`config.mk`:
```
export PLATFORM = sky130hd
export DESIGN_NAME = pixie_dma_front_end_gen
export DESIGN_NICKNAME = d
export VERILOG_FILES = /design/src/rtl/pixie_pkg.sv /design/src/rtl/pixie_timing_gen.sv /design/src/rtl/pixie_dma_front_end_gen.sv
export SDC_FILE = /design/constraint.sdc
export NUM_CORES = 1
export LEC_CHECK = 0
export ABC_CLOCK_PERIOD_IN_PS = 5100
export BUFFER_PORTS_ARGS = -buffer_cell sky130_fd_sc_hd__buf_2
export CORE_MARGIN = 2
export CORE_UTILIZATION = 60
export DETAILED_ROUTE_END_ITERATION = 12
export PLACE_DENSITY_LB_ADDON = 0.12
export SLEW_MARGIN = 40
export SYNTH_ARGS = -nofsm -noshare
export SYNTH_HDL_FRONTEND = slang
export SYNTH_SLANG_ARGS = --single-unit
```
`constraint.sdc`:
```
create_clock -name clk -period 5.1 [get_ports clk]
set_input_delay 0.51 -clock clk [delete_from_list [all_inputs] [get_ports clk]]
set_output_delay 0.51 -clock clk [all_outputs]
set_load 0.05 [all_outputs]
```
`src/rtl/pixie_pkg.sv`:
```
// rtl/pixie_pkg.sv - shared constants and types for the pixie display DMA front end
package pixie_pkg;

  // CPU state codes presented on sc
  localparam logic [1:0] SC_FETCH   = 2'b00;
  localparam logic [1:0] SC_EXECUTE = 2'b01;
  localparam logic [1:0] SC_DMA     = 2'b10;
  localparam logic [1:0] SC_INT     = 2'b11;

  // Vertical line-repeat encoding
  typedef enum logic [1:0] {
    REP_1X = 2'd0,
    REP_2X = 2'd1,
    REP_4X = 2'd2,
    REP_8X = 2'd3
  } line_repeat_t;

  // Classic 1861 geometry
  localparam int unsigned DEF_BYTES_PER_LINE    = 14;
  localparam int unsigned DEF_LINES_PER_FRAME   = 262;
  localparam int unsigned DEF_ACTIVE_FIRST_LINE = 80;
  localparam int unsigned DEF_ACTIVE_LINES      = 128;

  // Last value of the repeat counter for a given scaling mode
  function automatic logic [2:0] rep_last(input line_repeat_t mode);
    case (mode)
      REP_1X:  return 3'd0;
      REP_2X:  return 3'd1;
      REP_4X:  return 3'd3;
      default: return 3'd7;
    endcase
  endfunction

endpackage

```
`src/rtl/pixie_timing_gen.sv`:
```
// rtl/pixie_timing_gen.sv - scan counters, frame pulse and line-scoped display flags
module pixie_timing_gen
  import pixie_pkg::*;
#(
  parameter int unsigned BYTES_PER_LINE    = DEF_BYTES_PER_LINE,
  parameter int unsigned LINES_PER_FRAME   = DEF_LINES_PER_FRAME,
  parameter int unsigned DMA_FIRST_COL     = 1,
  parameter int unsigned DMA_LAST_COL      = 8,
  parameter int unsigned ACTIVE_FIRST_LINE = DEF_ACTIVE_FIRST_LINE,
  parameter int unsigned ACTIVE_LINES      = DEF_ACTIVE_LINES,
  parameter int unsigned INT_LEAD          = 2,
  parameter int unsigned EFX_LEAD          = 4
) (
  input  logic clk,
  input  logic reset,
  input  logic clk_enable,
  input  logic enabled_next,
  output logic h_wrap,
  output logic frame_wrap,
  output logic active,
  output logic int_flag,
  output logic efx,
  output logic dmao,
  output logic frame_start
);

  localparam int unsigned H_W = $clog2(BYTES_PER_LINE);
  localparam int unsigned V_W = $clog2(LINES_PER_FRAME);
  localparam logic [H_W-1:0] H_LAST = H_W'(BYTES_PER_LINE - 1);
  localparam logic [V_W-1:0] V_LAST = V_W'(LINES_PER_FRAME - 1);
  localparam int unsigned ACT_END = ACTIVE_FIRST_LINE + ACTIVE_LINES;

  logic [H_W-1:0] h_cnt, h_next;
  logic [V_W-1:0] v_cnt, v_next;
  logic           active_d, int_d, efx_d, dmao_d;

  function automatic logic in_range(input logic [31:0] val, input logic [31:0] lo,
                                    input logic [31:0] hi);
    return (val >= lo) && (val < hi);
  endfunction

  assign h_wrap     = (h_cnt == H_LAST);
  assign frame_wrap = h_wrap && (v_cnt == V_LAST);

  // Next counter values and flags; line flags only re-evaluate on a line boundary,
  // but losing the enable drops active/INT straight away
  always_comb begin
    h_next   = h_wrap ? '0 : h_cnt + 1'b1;
    v_next   = v_cnt;
    active_d = active;
    int_d    = int_flag;
    efx_d    = efx;
    if (h_wrap) begin
      v_next   = (v_cnt == V_LAST) ? '0 : v_cnt + 1'b1;
      active_d = enabled_next && in_range(32'(v_next), ACTIVE_FIRST_LINE, ACT_END);
      int_d    = enabled_next && in_range(32'(v_next), ACTIVE_FIRST_LINE - INT_LEAD,
                                          ACTIVE_FIRST_LINE);
      efx_d    = in_range(32'(v_next), ACTIVE_FIRST_LINE - EFX_LEAD, ACTIVE_FIRST_LINE) ||
                 in_range(32'(v_next), ACT_END - EFX_LEAD, ACT_END);
    end
    if (!enabled_next) begin
      active_d = 1'b0;
      int_d    = 1'b0;
    end
    dmao_d = enabled_next && active_d &&
             (32'(h_next) >= DMA_FIRST_COL) && (32'(h_next) <= DMA_LAST_COL);
  end

  // Counter and flag registers, advancing on machine-cycle strobes only
  always_ff @(posedge clk or posedge reset) begin
    if (reset) begin
      h_cnt       <= '0;
      v_cnt       <= '0;
      active      <= 1'b0;
      int_flag    <= 1'b0;
      efx         <= 1'b0;
      dmao        <= 1'b0;
      frame_start <= 1'b0;
    end else begin
      frame_start <= clk_enable && frame_wrap;
      if (clk_enable) begin
        h_cnt    <= h_next;
        v_cnt    <= v_next;
        active   <= active_d;
        int_flag <= int_d;
        efx      <= efx_d;
        dmao     <= dmao_d;
      end
    end
  end

endmodule

```
`src/rtl/pixie_dma_front_end_gen.sv`:
```
// rtl/pixie_dma_front_end_gen.sv - display DMA front end: timing, S2 capture, frame buffer writes
module pixie_dma_front_end_gen
  import pixie_pkg::*;
#(
  parameter int unsigned BYTES_PER_LINE    = DEF_BYTES_PER_LINE,
  parameter int unsigned LINES_PER_FRAME   = DEF_LINES_PER_FRAME,
  parameter int unsigned DMA_FIRST_COL     = 1,
  parameter int unsigned DMA_LAST_COL      = 8,
  parameter int unsigned ACTIVE_FIRST_LINE = DEF_ACTIVE_FIRST_LINE,
  parameter int unsigned ACTIVE_LINES      = DEF_ACTIVE_LINES,
  parameter int unsigned INT_LEAD          = 2,
  parameter int unsigned EFX_LEAD          = 4,
  parameter int unsigned ADDR_W            = 10
) (
  input  logic              clk,
  input  logic              reset,
  input  logic              clk_enable,
  input  logic [1:0]        sc,
  input  logic              disp_on,
  input  logic              disp_off,
  input  logic [1:0]        line_repeat,
  input  logic [7:0]        data,
  output logic              dmao,
  output logic              INT,
  output logic              efx,
  output logic [ADDR_W-1:0] mem_addr,
  output logic [7:0]        mem_data,
  output logic              mem_wr_en,
  output logic              frame_start,
  output logic              dma_err
);

  localparam int unsigned NBYTES = DMA_LAST_COL - DMA_FIRST_COL + 1;
  localparam int unsigned CNT_W  = $clog2(NBYTES + 1);
  localparam logic [CNT_W-1:0] NBYTES_C = CNT_W'(NBYTES);

  logic              enabled, enabled_next;
  logic              h_wrap, frame_wrap, active;
  logic              qualify, line_end, active_line_end, rep_term;
  logic [ADDR_W-1:0] ptr, ptr_after, row_base, cap_addr;
  logic [CNT_W-1:0]  line_cnt, line_cnt_after;
  logic [2:0]        rep_cnt;
  line_repeat_t      rep_mode;
  logic [7:0]        cap_data;
  logic              cap_valid;

  pixie_timing_gen #(
    .BYTES_PER_LINE   (BYTES_PER_LINE),
    .LINES_PER_FRAME  (LINES_PER_FRAME),
    .DMA_FIRST_COL    (DMA_FIRST_COL),
    .DMA_LAST_COL     (DMA_LAST_COL),
    .ACTIVE_FIRST_LINE(ACTIVE_FIRST_LINE),
    .ACTIVE_LINES     (ACTIVE_LINES),
    .INT_LEAD         (INT_LEAD),
    .EFX_LEAD         (EFX_LEAD)
  ) u_timing (
    .clk         (clk),
    .reset       (reset),
    .clk_enable  (clk_enable),
    .enabled_next(enabled_next),
    .h_wrap      (h_wrap),
    .frame_wrap  (frame_wrap),
    .active      (active),
    .int_flag    (INT),
    .efx         (efx),
    .dmao        (dmao),
    .frame_start (frame_start)
  );

  // Display enable after this strobe: disp_on wins over disp_off
  always_comb begin
    enabled_next = enabled;
    if (clk_enable) begin
      if (disp_on) begin
        enabled_next = 1'b1;
      end else if (disp_off) begin
        enabled_next = 1'b0;
      end
    end
  end

  // A DMA byte is accepted only while the line still has room for it
  always_comb begin
    qualify         = clk_enable && (sc == SC_DMA) && enabled && active && (line_cnt < NBYTES_C);
    ptr_after       = ptr + ADDR_W'(qualify);
    line_cnt_after  = line_cnt + CNT_W'(qualify);
    line_end        = clk_enable && h_wrap;
    active_line_end = line_end && active;
    rep_term        = (rep_cnt == rep_last(rep_mode));
  end

  // Enable register
  always_ff @(posedge clk or posedge reset) begin
    if (reset) begin
      enabled <= 1'b0;
    end else begin
      enabled <= enabled_next;
    end
  end

  // Capture stage plus pointer, row rewind and repeat bookkeeping
  always_ff @(posedge clk or posedge reset) begin
    if (reset) begin
      cap_valid <= 1'b0;
      cap_addr  <= '0;
      cap_data  <= '0;
      ptr       <= '0;
      row_base  <= '0;
      line_cnt  <= '0;
      rep_cnt   <= '0;
      rep_mode  <= REP_1X;
    end else begin
      cap_valid <= qualify;
      if (qualify) begin
        cap_addr <= ptr;
        cap_data <= data;
      end
      if (clk_enable) begin
        ptr      <= ptr_after;
        line_cnt <= line_cnt_after;
        if (active_line_end) begin
          if (!rep_term) begin
            ptr <= row_base;
          end else begin
            row_base <= ptr_after;
          end
          rep_cnt <= rep_term ? 3'd0 : rep_cnt + 3'd1;
        end
        if (line_end) begin
          line_cnt <= '0;
        end
        // The captured byte already holds its old address, so clearing here is safe
        if (frame_wrap) begin
          ptr      <= '0;
          row_base <= '0;
          rep_cnt  <= '0;
          line_cnt <= '0;
          rep_mode <= line_repeat_t'(line_repeat);
        end
      end
    end
  end

  // Sticky underrun: a short active line sets it, disp_on clears it
  always_ff @(posedge clk or posedge reset) begin
    if (reset) begin
      dma_err <= 1'b0;
    end else if (clk_enable) begin
      if (active_line_end && (line_cnt_after < NBYTES_C)) begin
        dma_err <= 1'b1;
      end else if (disp_on) begin
        dma_err <= 1'b0;
      end
    end
  end

  // Frame buffer write port, one clk behind the capture
  always_ff @(posedge clk or posedge reset) begin
    if (reset) begin
      mem_wr_en <= 1'b0;
      mem_addr  <= '0;
      mem_data  <= '0;
    end else begin
      mem_wr_en <= cap_valid;
      if (cap_valid) begin
        mem_addr <= cap_addr;
        mem_data <= cap_data;
      end
    end
  end

endmodule

```
==> impl_metrics.toml, run 1 <==
[status]
status = "finished clean"

[sta]
worst_clock_skew_ns = 0.0116
slew_headroom = 0.524
final_hold_viol_count = 0
grt_setup_unrepaired = "false"
setup_violations = 0
finalCritPeriodShare = 0.661
final_period_minus_worst_setup_slack_ns = 3.37
achievable-frequency_ghz = 0.297
finalSetupTns_ns = 0
final_critical_path_setup_slack_ns = 1.73
tightest_slew_ns = 0.714
timing.final.max_slew_violations = 0

[cts]
ctsResizeCount = 0
clk_latency_ns = 0.35
cts_hold_buffers = 0
cts.path.max_buffers = 2
clk_root_buffer_cell = "sky130_fd_sc_hd__clkbuf_8"
cts_setup_buffers = 0
worst_setup_hold_path_clk_slew_ns = 0.09
maximum_level_of_the_cts_h_tree = 3
cts_made_buffers = 9
clock_sinks = 87
cts_tree = "yes"

[setup_path]
slowest_delay_ns = 0.83
cp_cell_sequence = "buf_2, nand2_1, or4_1, clkinv_1, ha_1, ha_1, nand2_1, nor3_1, xnor2_1, a32o_1"
reg_to_reg_slack_setup_ns = 1.86
arrival_time_at_the_worst_endpoint_ns = 3.62
timing.critical_path.required_ns = 5.35
worstPathMaxFanout = 20
timing.critical_path.to_type = "flop"
timing.setup.critical_path_class = "in -> reg"
setup.worst_path.start_class = "input port"
timing.critical_path.slowest_stage_cell = "sky130_fd_sc_hd__or4_1"

[power_and_ir_drop]
static-leakage-power_nw = 2.18
power_density_mw_per_mm2 = 336
ir_drop_mv = 0.225

[synthesis]
ys.flop_type = "sky130_fd_sc_hd__dfrtp_1"
yosys.cell_types.count = 62
postSynth.asyncResetShare = 1.00
synthDominantAreaCellType = "sky130_fd_sc_hd__dfrtp_1"
synthesis.instances = 376
fraction_of_the_yosys_area_taken_by_sequential_cells = 0.527
synth_edf_count = 0
synth_area_mm2 = 0.00413
ys_seq_elements = 87
ys_warn_count = 0
netlist.area_leader.share = 0.527
avgSynthCellArea_um2 = 11.0
synth.area.top_cells = "sky130_fd_sc_hd__dfrtp_1, sky130_fd_sc_hd__nand2_1, sky130_fd_sc_hd__mux2_2"
net_count_after_synthesis = 400

[die]
initial_utilization = 0.615
die_height_um = 87.0
fp.dieW_um = 87.0
core_area_mm2 = 0.00672
design.portCount = 41
rows = 30
die-area_mm2 = 0.00757

[finish]
antenna_cells_inserted = 0
flow.area_growth_from_synthesis_pct = 10.0
final_net_count = 432
layout-drive-gt1-share = 0.232

[grt]
overflow = 0
pin_count_of_the_biggest_net_entering_global_routing = 88
antenna_found_initial = 0
number_of_global_route_vias_before_repair = 2804
globalRouteTotalUtil = 0.224
grt_pass1_wl_mm = 13.2

[placement]
detailedPlacementHpwl_mm = 5.23
place.gp.congestion = 0.851
io_buffer_count = 40
dpl_worst_slack_ns = 1.39

[routing]
drt-pass1-iter-count = 4
drt-vias-per-instance = 5.89
detail_route.drc_violations = 0
drt-wirelength-per-cell_um = 16.0
drt-total-wl_mm = 7.88
detailroute.via_count = 2905
drt.antenna.violating_nets = 0
drt_initial_violations = 185

[run]
cap_violations = 0

[worst_hold_path]
hp-class = "in -> async"
-- per-stage QoR --
step	util	std cells	cell area, um^2	power, mW	hold WS (ns)
after global routing	0.677	493	4550	1.61	0.326
final	0.677	493	4550	1.53	0.336
after global placement	0.641	477	4310	0.989	0.454
after CTS	0.675	493	4540	1.54	0.328
after detailed placement	0.642	477	4310	0.997	0.457
after floorplan	-	376	4130	0.948	0.352
-- Yosys cell counts (2+ instances only) --
library cell,number
sky130_fd_sc_hd__nor3_1,7
sky130_fd_sc_hd__a22o_1,2
sky130_fd_sc_hd__a21oi_1,3
sky130_fd_sc_hd__xor2_1,5
sky130_fd_sc_hd__o32ai_1,2
sky130_fd_sc_hd__ha_1,7
sky130_fd_sc_hd__o31ai_1,6
sky130_fd_sc_hd__buf_2,8
sky130_fd_sc_hd__nand4b_4,2
sky130_fd_sc_hd__nand3_1,11
sky130_fd_sc_hd__a211o_1,2
sky130_fd_sc_hd__buf_4,4
sky130_fd_sc_hd__nand2_1,83
sky130_fd_sc_hd__dfrtp_1,87
sky130_fd_sc_hd__nor2_1,8
sky130_fd_sc_hd__o21ai_0,15
sky130_fd_sc_hd__xnor2_1,10
sky130_fd_sc_hd__clkbuf_1,2
sky130_fd_sc_hd__nand4_1,3
sky130_fd_sc_hd__a31oi_1,3
sky130_fd_sc_hd__a32oi_1,2
sky130_fd_sc_hd__inv_1,5
sky130_fd_sc_hd__o21ai_1,2
sky130_fd_sc_hd__o211ai_1,2
sky130_fd_sc_hd__nor3_2,2
sky130_fd_sc_hd__a21o_1,2
sky130_fd_sc_hd__nand2b_1,2
sky130_fd_sc_hd__o2bb2ai_1,17
sky130_fd_sc_hd__buf_6,3
sky130_fd_sc_hd__and3_1,2
sky130_fd_sc_hd__and2_1,5
sky130_fd_sc_hd__nor2_4,2
sky130_fd_sc_hd__a32o_1,4
sky130_fd_sc_hd__mux2_2,22
sky130_fd_sc_hd__mux2i_1,7
-- cell usage in the layout, fill, tap and decap left out, types with 8 or more instances in the layout --
cell type	instances
sky130_fd_sc_hd__dfrtp_1	87
sky130_fd_sc_hd__nand2_1	83
sky130_fd_sc_hd__buf_2	40
sky130_fd_sc_hd__mux2_2	22
sky130_fd_sc_hd__o2bb2ai_1	17
sky130_fd_sc_hd__o21ai_0	15
sky130_fd_sc_hd__nand3_1	11
sky130_fd_sc_hd__xnor2_1	10
sky130_fd_sc_hd__clkbuf_8	10
sky130_fd_sc_hd__nor2_1	8
-- power by group --
part / total (mW) / switching [mW] / internal [mW]
Clock: 0.541 / 0.259 / 0.282
Combinational: 0.176 / 0.107 / 0.0682
Sequential: 0.810 / 0.0666 / 0.743
Total: 1.53 / 0.433 / 1.09
-- metal layers --
layer | part of all wire | vias to the layer above | global-route usage
met2 | 0.48 | 67 | 0.353
met4 | 0.012 | 0 | 0.0881
met5 | 0 | - | 0
met1 | 0.48 | 1425 | 0.313
met3 | 0.033 | 11 | 0.0370
li1 | - | 1402 | -
-- kinds of logic after synthesis --
group / share of synthesized area
AOI/OAI and AO/OA: 0.131
adders and majority gates: 0.0212
and+or+nand+nor: 0.174
xor gates and xnor gates: 0.0318
DFF: 0.527
muxes: 0.0769
buffers and inverters: 0.0381
-- flip-flops by register name, summed over array words and instances, names as in the netlist, 2 cells and up --
register and count:
cap_addr 10, mem_addr 10, ptr 10, row_base 10
u_timing.v_cnt 9, cap_data 8, mem_data 8, line_cnt 4
u_timing.h_cnt 4, rep_cnt 3, rep_mode 2
-- layout make-up --
cell class	count	area (um^2)
clock buffer	9	124
clock inverter	7	103
fill	534	2170
inverter	6	23.8
multi-input combinational	263	1810
sequential	87	2180
tap	80	100
timing repair buffer	41	214
-- critical path, delay by kind of cell --
kind | cells | cell delay [ns]
simple gates | 4 | 1.38
fa+ha+maj | 2 | 0.53
buf+inv | 2 | 0.79
compound gates | 1 | 0.26
xor+xnor | 1 | 0.12
-- path summary, 6_finish.rpt --
kind	start	endpoint	cells past startpoint
worst max-delay path	clk_enable	row_base[8]	10
worst min-delay path	reset	cap_addr[6]	3
worst max register to register	u_timing.active	row_base[8]	9
worst min register to register	cap_data[0]	cap_data[0]	2
max in group asynchronous	reset	ptr[7]	3
min in group clk	data[6]	cap_data[6]	3
Note: power is estimated with default switching activity, not from simulation.
==> run 2: changes to the inputs <==
- ABC_CLOCK_PERIOD_IN_PS: 5100 -> 2900
- CORE_UTILIZATION: 60 -> 53
- clock period: 5.1 -> 2.9 ns (I/O delays scaled with it)
==> run 2 against run 1 <==
Sequential power rose by 75%. Global-route usage fell by 2.7 points. Sequential share of layout area fell by 0.79 points. Total power rose by 75%. Flip-flop and latch count did not move. Clock power rose by 75%.
==> impl_metrics.toml, run 2 (synthesis results as in run 1) <==
[sta]
achievable-frequency_ghz = 0.423
timing.final.max_slew_violations = 0
tightest_slew_ns = 0.736
finalCritPeriodShare = 0.816
grt_setup_unrepaired = "false"
finalSetupTns_ns = 0
final_hold_viol_count = 0
worst_clock_skew_ns = 0.0108
slew_headroom = 0.509
setup_violations = 0
final_period_minus_worst_setup_slack_ns = 2.37

[cts]
ctsResizeCount = 0
cts.path.max_buffers = 2
cts_made_buffers = 9
clk_latency_ns = 0.35
clock_sinks = 87
worst_setup_hold_path_clk_slew_ns = 0.09
cts_setup_buffers = 0
cts_tree = "yes"
cts_hold_buffers = 1
clk_root_buffer_cell = "sky130_fd_sc_hd__clkbuf_8"
maximum_level_of_the_cts_h_tree = 3

[status]
status = "finished clean"

[power_and_ir_drop]
ir_drop_mv = 0.359
seq_power_share = 0.531
power_density_mw_per_mm2 = 577
switching_power_uw = 707
static-leakage-power_nw = 2.21
p_clk_frac = 0.355
p_comb_frac = 0.115
switching_part_of_the_total = 0.265
internal_power_mw = 1.96

[setup_path]
arrival_time_at_the_worst_endpoint_ns = 2.57
setup.worst_path.start_class = "flop"
rr_worst_depth = 10
r2r_end = "ptr[8]"
worstPathMaxFanout = 5
timing.critical_path.to_type = "flop"
timing.setup.critical_path_class = "reg -> reg"
reg_to_reg_slack_setup_ns = 0.53
reg_to_reg_start = "u_timing.active"
timing.critical_path.required_ns = 3.10

[run]
cap_violations = 0

[die]
design.portCount = 41
rows = 32
die_height_um = 92.3
fp.dieW_um = 92.3
core_area_mm2 = 0.00765
die-area_mm2 = 0.00852
initial_utilization = 0.540

[routing]
detailroute.via_count = 2858
drt_initial_violations = 92
drt-vias-per-instance = 5.50
drt-pass1-iter-count = 4
drt-total-wl_mm = 7.68
drt.antenna.violating_nets = 0
drt-wirelength-per-cell_um = 14.8
detail_route.drc_violations = 0

[worst_hold_path]
hold_depth = 3
startpoint_of_the_tightest_hold_check_path = "data[3]"
hp-class = "in -> reg"
worst_hold_path.endpoint = "cap_data[3]"

[placement]
io_buffer_count = 40
detailedPlacementHpwl_mm = 5.26
place.gp.congestion = 0.837

[grt]
number_of_global_route_vias_before_repair = 2802
pin_count_of_the_biggest_net_entering_global_routing = 82
antenna_found_initial = 0
grt_pass1_wl_mm = 13.5
overflow = 0
globalRouteTotalUtil = 0.197

[finish]
mostFrequentLayoutCells = "sky130_fd_sc_hd__dfrtp_1, sky130_fd_sc_hd__nand2_1, sky130_fd_sc_hd__buf_2, sky130_fd_sc_hd__mux2_2, sky130_fd_sc_hd__o2bb2ai_1"
antenna_cells_inserted = 0
final_net_count = 438
layout_commonest_cell = "sky130_fd_sc_hd__dfrtp_1"
flow.area_growth_from_synthesis_pct = 11.9
finalCoreUtilization = 0.605
layout-drive-gt1-share = 0.237
num-fill-cells = 642
==> run 2: per-layer routing <==
metal  vias up  global-route usage  wire, um
met5         -                   0         0
met1      1391               0.282      3810
li1       1411                   -         -
met4         0              0.0597        99
met3         8              0.0342       231
met2        48               0.311      3530
==> run 2: worst max path at each step <==
stage | slack, ns | from | depth (start not counted) | end
2_1_floorplan | 0.36 | reset | 1 | cap_addr[0]
3_3_place_gp | 0.57 | clk_enable | 10 | row_base[8]
3_5_place_dp | 0.54 | clk_enable | 11 | ptr[8]
4_1_cts | 0.53 | u_timing.active | 10 | ptr[8]
5_1_grt | 0.28 | u_timing.active | 10 | ptr[8]
6_report | 0.53 | u_timing.active | 10 | ptr[8]
==> run 2: metrics by stage <==
stage / hold slack [ns] / instances / instance area, um^2 / power (mW) / setup slack (ns)
final: 0.134 / 520 / 4620 / 2.67 / 0.534
after global routing: 0.128 / 520 / 4620 / 2.81 / 0.280
after CTS: 0.125 / 520 / 4620 / 2.70 / 0.527
after detailed placement: 0.181 / 504 / 4380 / 1.75 / 0.538
after global placement: 0.176 / 504 / 4380 / 1.74 / 0.568
after floorplan: 0.352 / 376 / 4130 / 1.67 / 0.360
==> run 2: power by group through the flow <==
stage	logic, mW	clock network [mW]	registers [mW]
after floorplan	0.246	0	1.42
after global placement	0.304	0	1.43
after detailed placement	0.310	0	1.44
after CTS	0.311	0.975	1.42
after global routing	0.352	1.02	1.44
final	0.306	0.947	1.42
==> run 2: worst max-delay path, stage by stage (launching register included) <==
cell and delay [ns]:
sky130_fd_sc_hd__dfrtp_1 0.38, sky130_fd_sc_hd__nand2_1 0.10, sky130_fd_sc_hd__or4_1 0.50, sky130_fd_sc_hd__clkinv_1 0.09, sky130_fd_sc_hd__ha_1 0.19, sky130_fd_sc_hd__ha_1 0.25
sky130_fd_sc_hd__nand2_1 0.11, sky130_fd_sc_hd__nor3_1 0.23, sky130_fd_sc_hd__xnor2_1 0.13, sky130_fd_sc_hd__mux2i_1 0.17, sky130_fd_sc_hd__o22ai_2 0.08
==> run 2: cell type report <==
class	instances	area (um^2)	share of cell area
clock inverters	4	77.6	0.0168
repair buffers	47	268	0.0579
well taps	102	128	0.0276
multi-input cells	263	1800	0.389
flip-flops and latches	87	2180	0.471
inverters	6	23.8	0.00514
clock buffers	11	151	0.0327
==> run 3: changes to the inputs <==
- ABC_CLOCK_PERIOD_IN_PS: 2900 -> 2300
- CORE_UTILIZATION: 53 -> 59
- clock period: 2.9 -> 2.3 ns (I/O delays scaled with it)
==> run 3 against run 2 <==
Via count is 3.1% higher. Critical path depth is 1 lower. Count of clock-buffer cells in the layout is 2 lower. Global-route usage is 3.4 points higher. Critical endpoint is now ptr[4]. Largest cell class unchanged.
==> impl_metrics.toml, run 3 (synthesis results as in run 1) <==
[grt]
globalRouteTotalUtil = 0.232
pin_count_of_the_biggest_net_entering_global_routing = 45
antenna_found_initial = 0
grt_pass1_wl_mm = 13.8
number_of_global_route_vias_before_repair = 2842
overflow = 0

[routing]
drt_initial_violations = 138
drt-vias-per-instance = 5.63
drt-total-wl_mm = 8.11
detail_route.drc_violations = 0
drt-pass1-iter-count = 4
drt.antenna.violating_nets = 0
drt-wirelength-per-cell_um = 15.5
detailroute.via_count = 2948

[setup_path]
critical_path_cell_count = 9
rr_worst_depth = 9
slowest_delay_ns = 0.51
worstPathMaxFanout = 5
timing.critical_path.slowest_stage_cell = "sky130_fd_sc_hd__or4_4"
crit_family = "simple AND/OR/NAND/NOR gates"
timing.setup.critical_path_class = "reg -> reg"
cp_cell_sequence = "nand2_1, or4_4, clkinv_2, ha_4, ha_4, nand3_1, or2_2, a211o_1, nand2_1"
worstPathBufferInverterCount = 1
arrival_time_at_the_worst_endpoint_ns = 2.48
r2r_end = "ptr[4]"
cp-endpoint = "ptr[4]"
reg_to_reg_slack_setup_ns = 0.12
timing.critical_path.to_type = "flop"
reg_to_reg_start = "u_timing.active"
timing.critical_path.required_ns = 2.60
setup.worst_path.start_class = "flop"
setup.worst_path.start = "u_timing.active"

[run]
cap_violations = 0

[finish]
mostFrequentLayoutCells = "sky130_fd_sc_hd__dfrtp_1, sky130_fd_sc_hd__nand2_1, sky130_fd_sc_hd__buf_2, sky130_fd_sc_hd__mux2_2, sky130_fd_sc_hd__o2bb2ai_1"
antenna_cells_inserted = 0
flow.area_growth_from_synthesis_pct = 13.8
layout-drive-gt1-share = 0.269
num-fill-cells = 517
final_net_count = 447
finalNonFillerCells = 524
layout_commonest_cell = "sky130_fd_sc_hd__dfrtp_1"

[die]
die-area_mm2 = 0.00769
rows = 30
die_height_um = 87.7
fp.dieW_um = 87.7
initial_utilization = 0.608
core_area_mm2 = 0.00679
design.portCount = 41

[sta]
finalSetupTns_ns = 0
final_hold_viol_count = 0
setup_violations = 0
final_period_minus_worst_setup_slack_ns = 2.18
worst_clock_skew_ns = 0.0107
achievable-frequency_ghz = 0.458
finalCritPeriodShare = 0.949
fin_worst_hold_slack_ns = 0.0599
final_critical_path_setup_slack_ns = 0.117
tightest_slew_ns = 0.778
timing.final.max_slew_violations = 0
slew_headroom = 0.481

[cts]
clock_sinks = 87
clk_root_buffer_cell = "sky130_fd_sc_hd__clkbuf_8"
cts_tree = "yes"
cts.path.max_buffers = 2
maximum_level_of_the_cts_h_tree = 3
cts_made_buffers = 9
worst_setup_hold_path_clk_slew_ns = 0.09
clk_latency_ns = 0.35

[placement]
detailedPlacementHpwl_mm = 5.52
place.gp.congestion = 0.921
dpl.cell_count = 506
io_buffer_count = 40
dpl_worst_slack_ns = 0.0710

[power_and_ir_drop]
power_density_mw_per_mm2 = 698
ir_drop_mv = 0.350
static-leakage-power_nw = 2.25

[worst_hold_path]
hp-class = "in -> reg"

[status]
status = "finished clean"
[run 3: changes by cell type in the layout (fill, tap and decap cells not counted), moves of 2 or more]
cell	previous run	this run
sky130_fd_sc_hd__ha_4	0	2
sky130_fd_sc_hd__ha_1	7	5
sky130_fd_sc_hd__buf_4	5	14
sky130_fd_sc_hd__clkbuf_8	11	9
sky130_fd_sc_hd__clkinvlp_4	0	2
[run 3: power by group]
part	internal [mW]	total, mW	switching, mW	leakage [nW]
Combinational	0.168	0.408	0.241	0.951
Sequential	1.65	1.79	0.143	1.20
Clock	0.515	1.09	0.571	0.102
[run 3: worst min path at each step]
stage                        to  slack (ns)     from  cells after the start
finish              cap_data[4]        0.06  data[4]                      3
CTS                 cap_data[2]        0.05  data[2]                      3
global placement    mem_data[4]        0.15    reset                      2
detailed placement  mem_data[4]        0.16    reset                      2
floorplan           cap_data[0]        0.34  data[0]                      2
global route        cap_data[2]        0.05  data[2]                      3
[run 3: through the flow]
step	power, mW	cell area (um^2)	util
final	3.28	4700	0.692
after global routing	3.47	4700	0.692
after CTS	3.32	4680	0.689
after detailed placement	2.23	4470	0.657
after global placement	2.21	4470	0.657
after floorplan	2.11	4170	-
[run 3: area by class of cell]
| class | count | area, um^2 | area share |
|---|---|---|---|
| Multi-Input combinational cell | 263 | 1840 | 0.391 |
| Clock buffer | 9 | 124 | 0.0263 |
| Timing Repair Buffer | 56 | 335 | 0.0713 |
| Inverter | 6 | 27.5 | 0.00585 |
| Tap cell | 96 | 120 | 0.0255 |
| Sequential cell | 87 | 2180 | 0.463 |
| Clock inverter | 7 | 80.1 | 0.0170 |
[run 3: repair_timing]
action                                  CTS  global route
hold buffers                              1             0
resized for setup                         0             4
endpoints found under the hold margin     5             0
setup buffers                             0             1
endpoints found under the setup margin    0             5
[run 3: per-layer routing]
metal	track usage	vias to the layer above	routed length, um
li1	-	1429	-
met5	0	-	0
met3	0.0434	6	326
met2	0.372	70	3850
met4	0.0755	0	85
met1	0.321	1443	3840
[run 3: worst reg2reg max path, stage by stage (launching register included)]
cell and delay [ns]:
sky130_fd_sc_hd__dfrtp_1 0.38, sky130_fd_sc_hd__nand2_1 0.11, sky130_fd_sc_hd__or4_4 0.51, sky130_fd_sc_hd__clkinv_2 0.08, sky130_fd_sc_hd__ha_4 0.15, sky130_fd_sc_hd__ha_4 0.16, sky130_fd_sc_hd__nand3_1 0.09, sky130_fd_sc_hd__or2_2 0.30
sky130_fd_sc_hd__a211o_1 0.30, sky130_fd_sc_hd__nand2_1 0.06
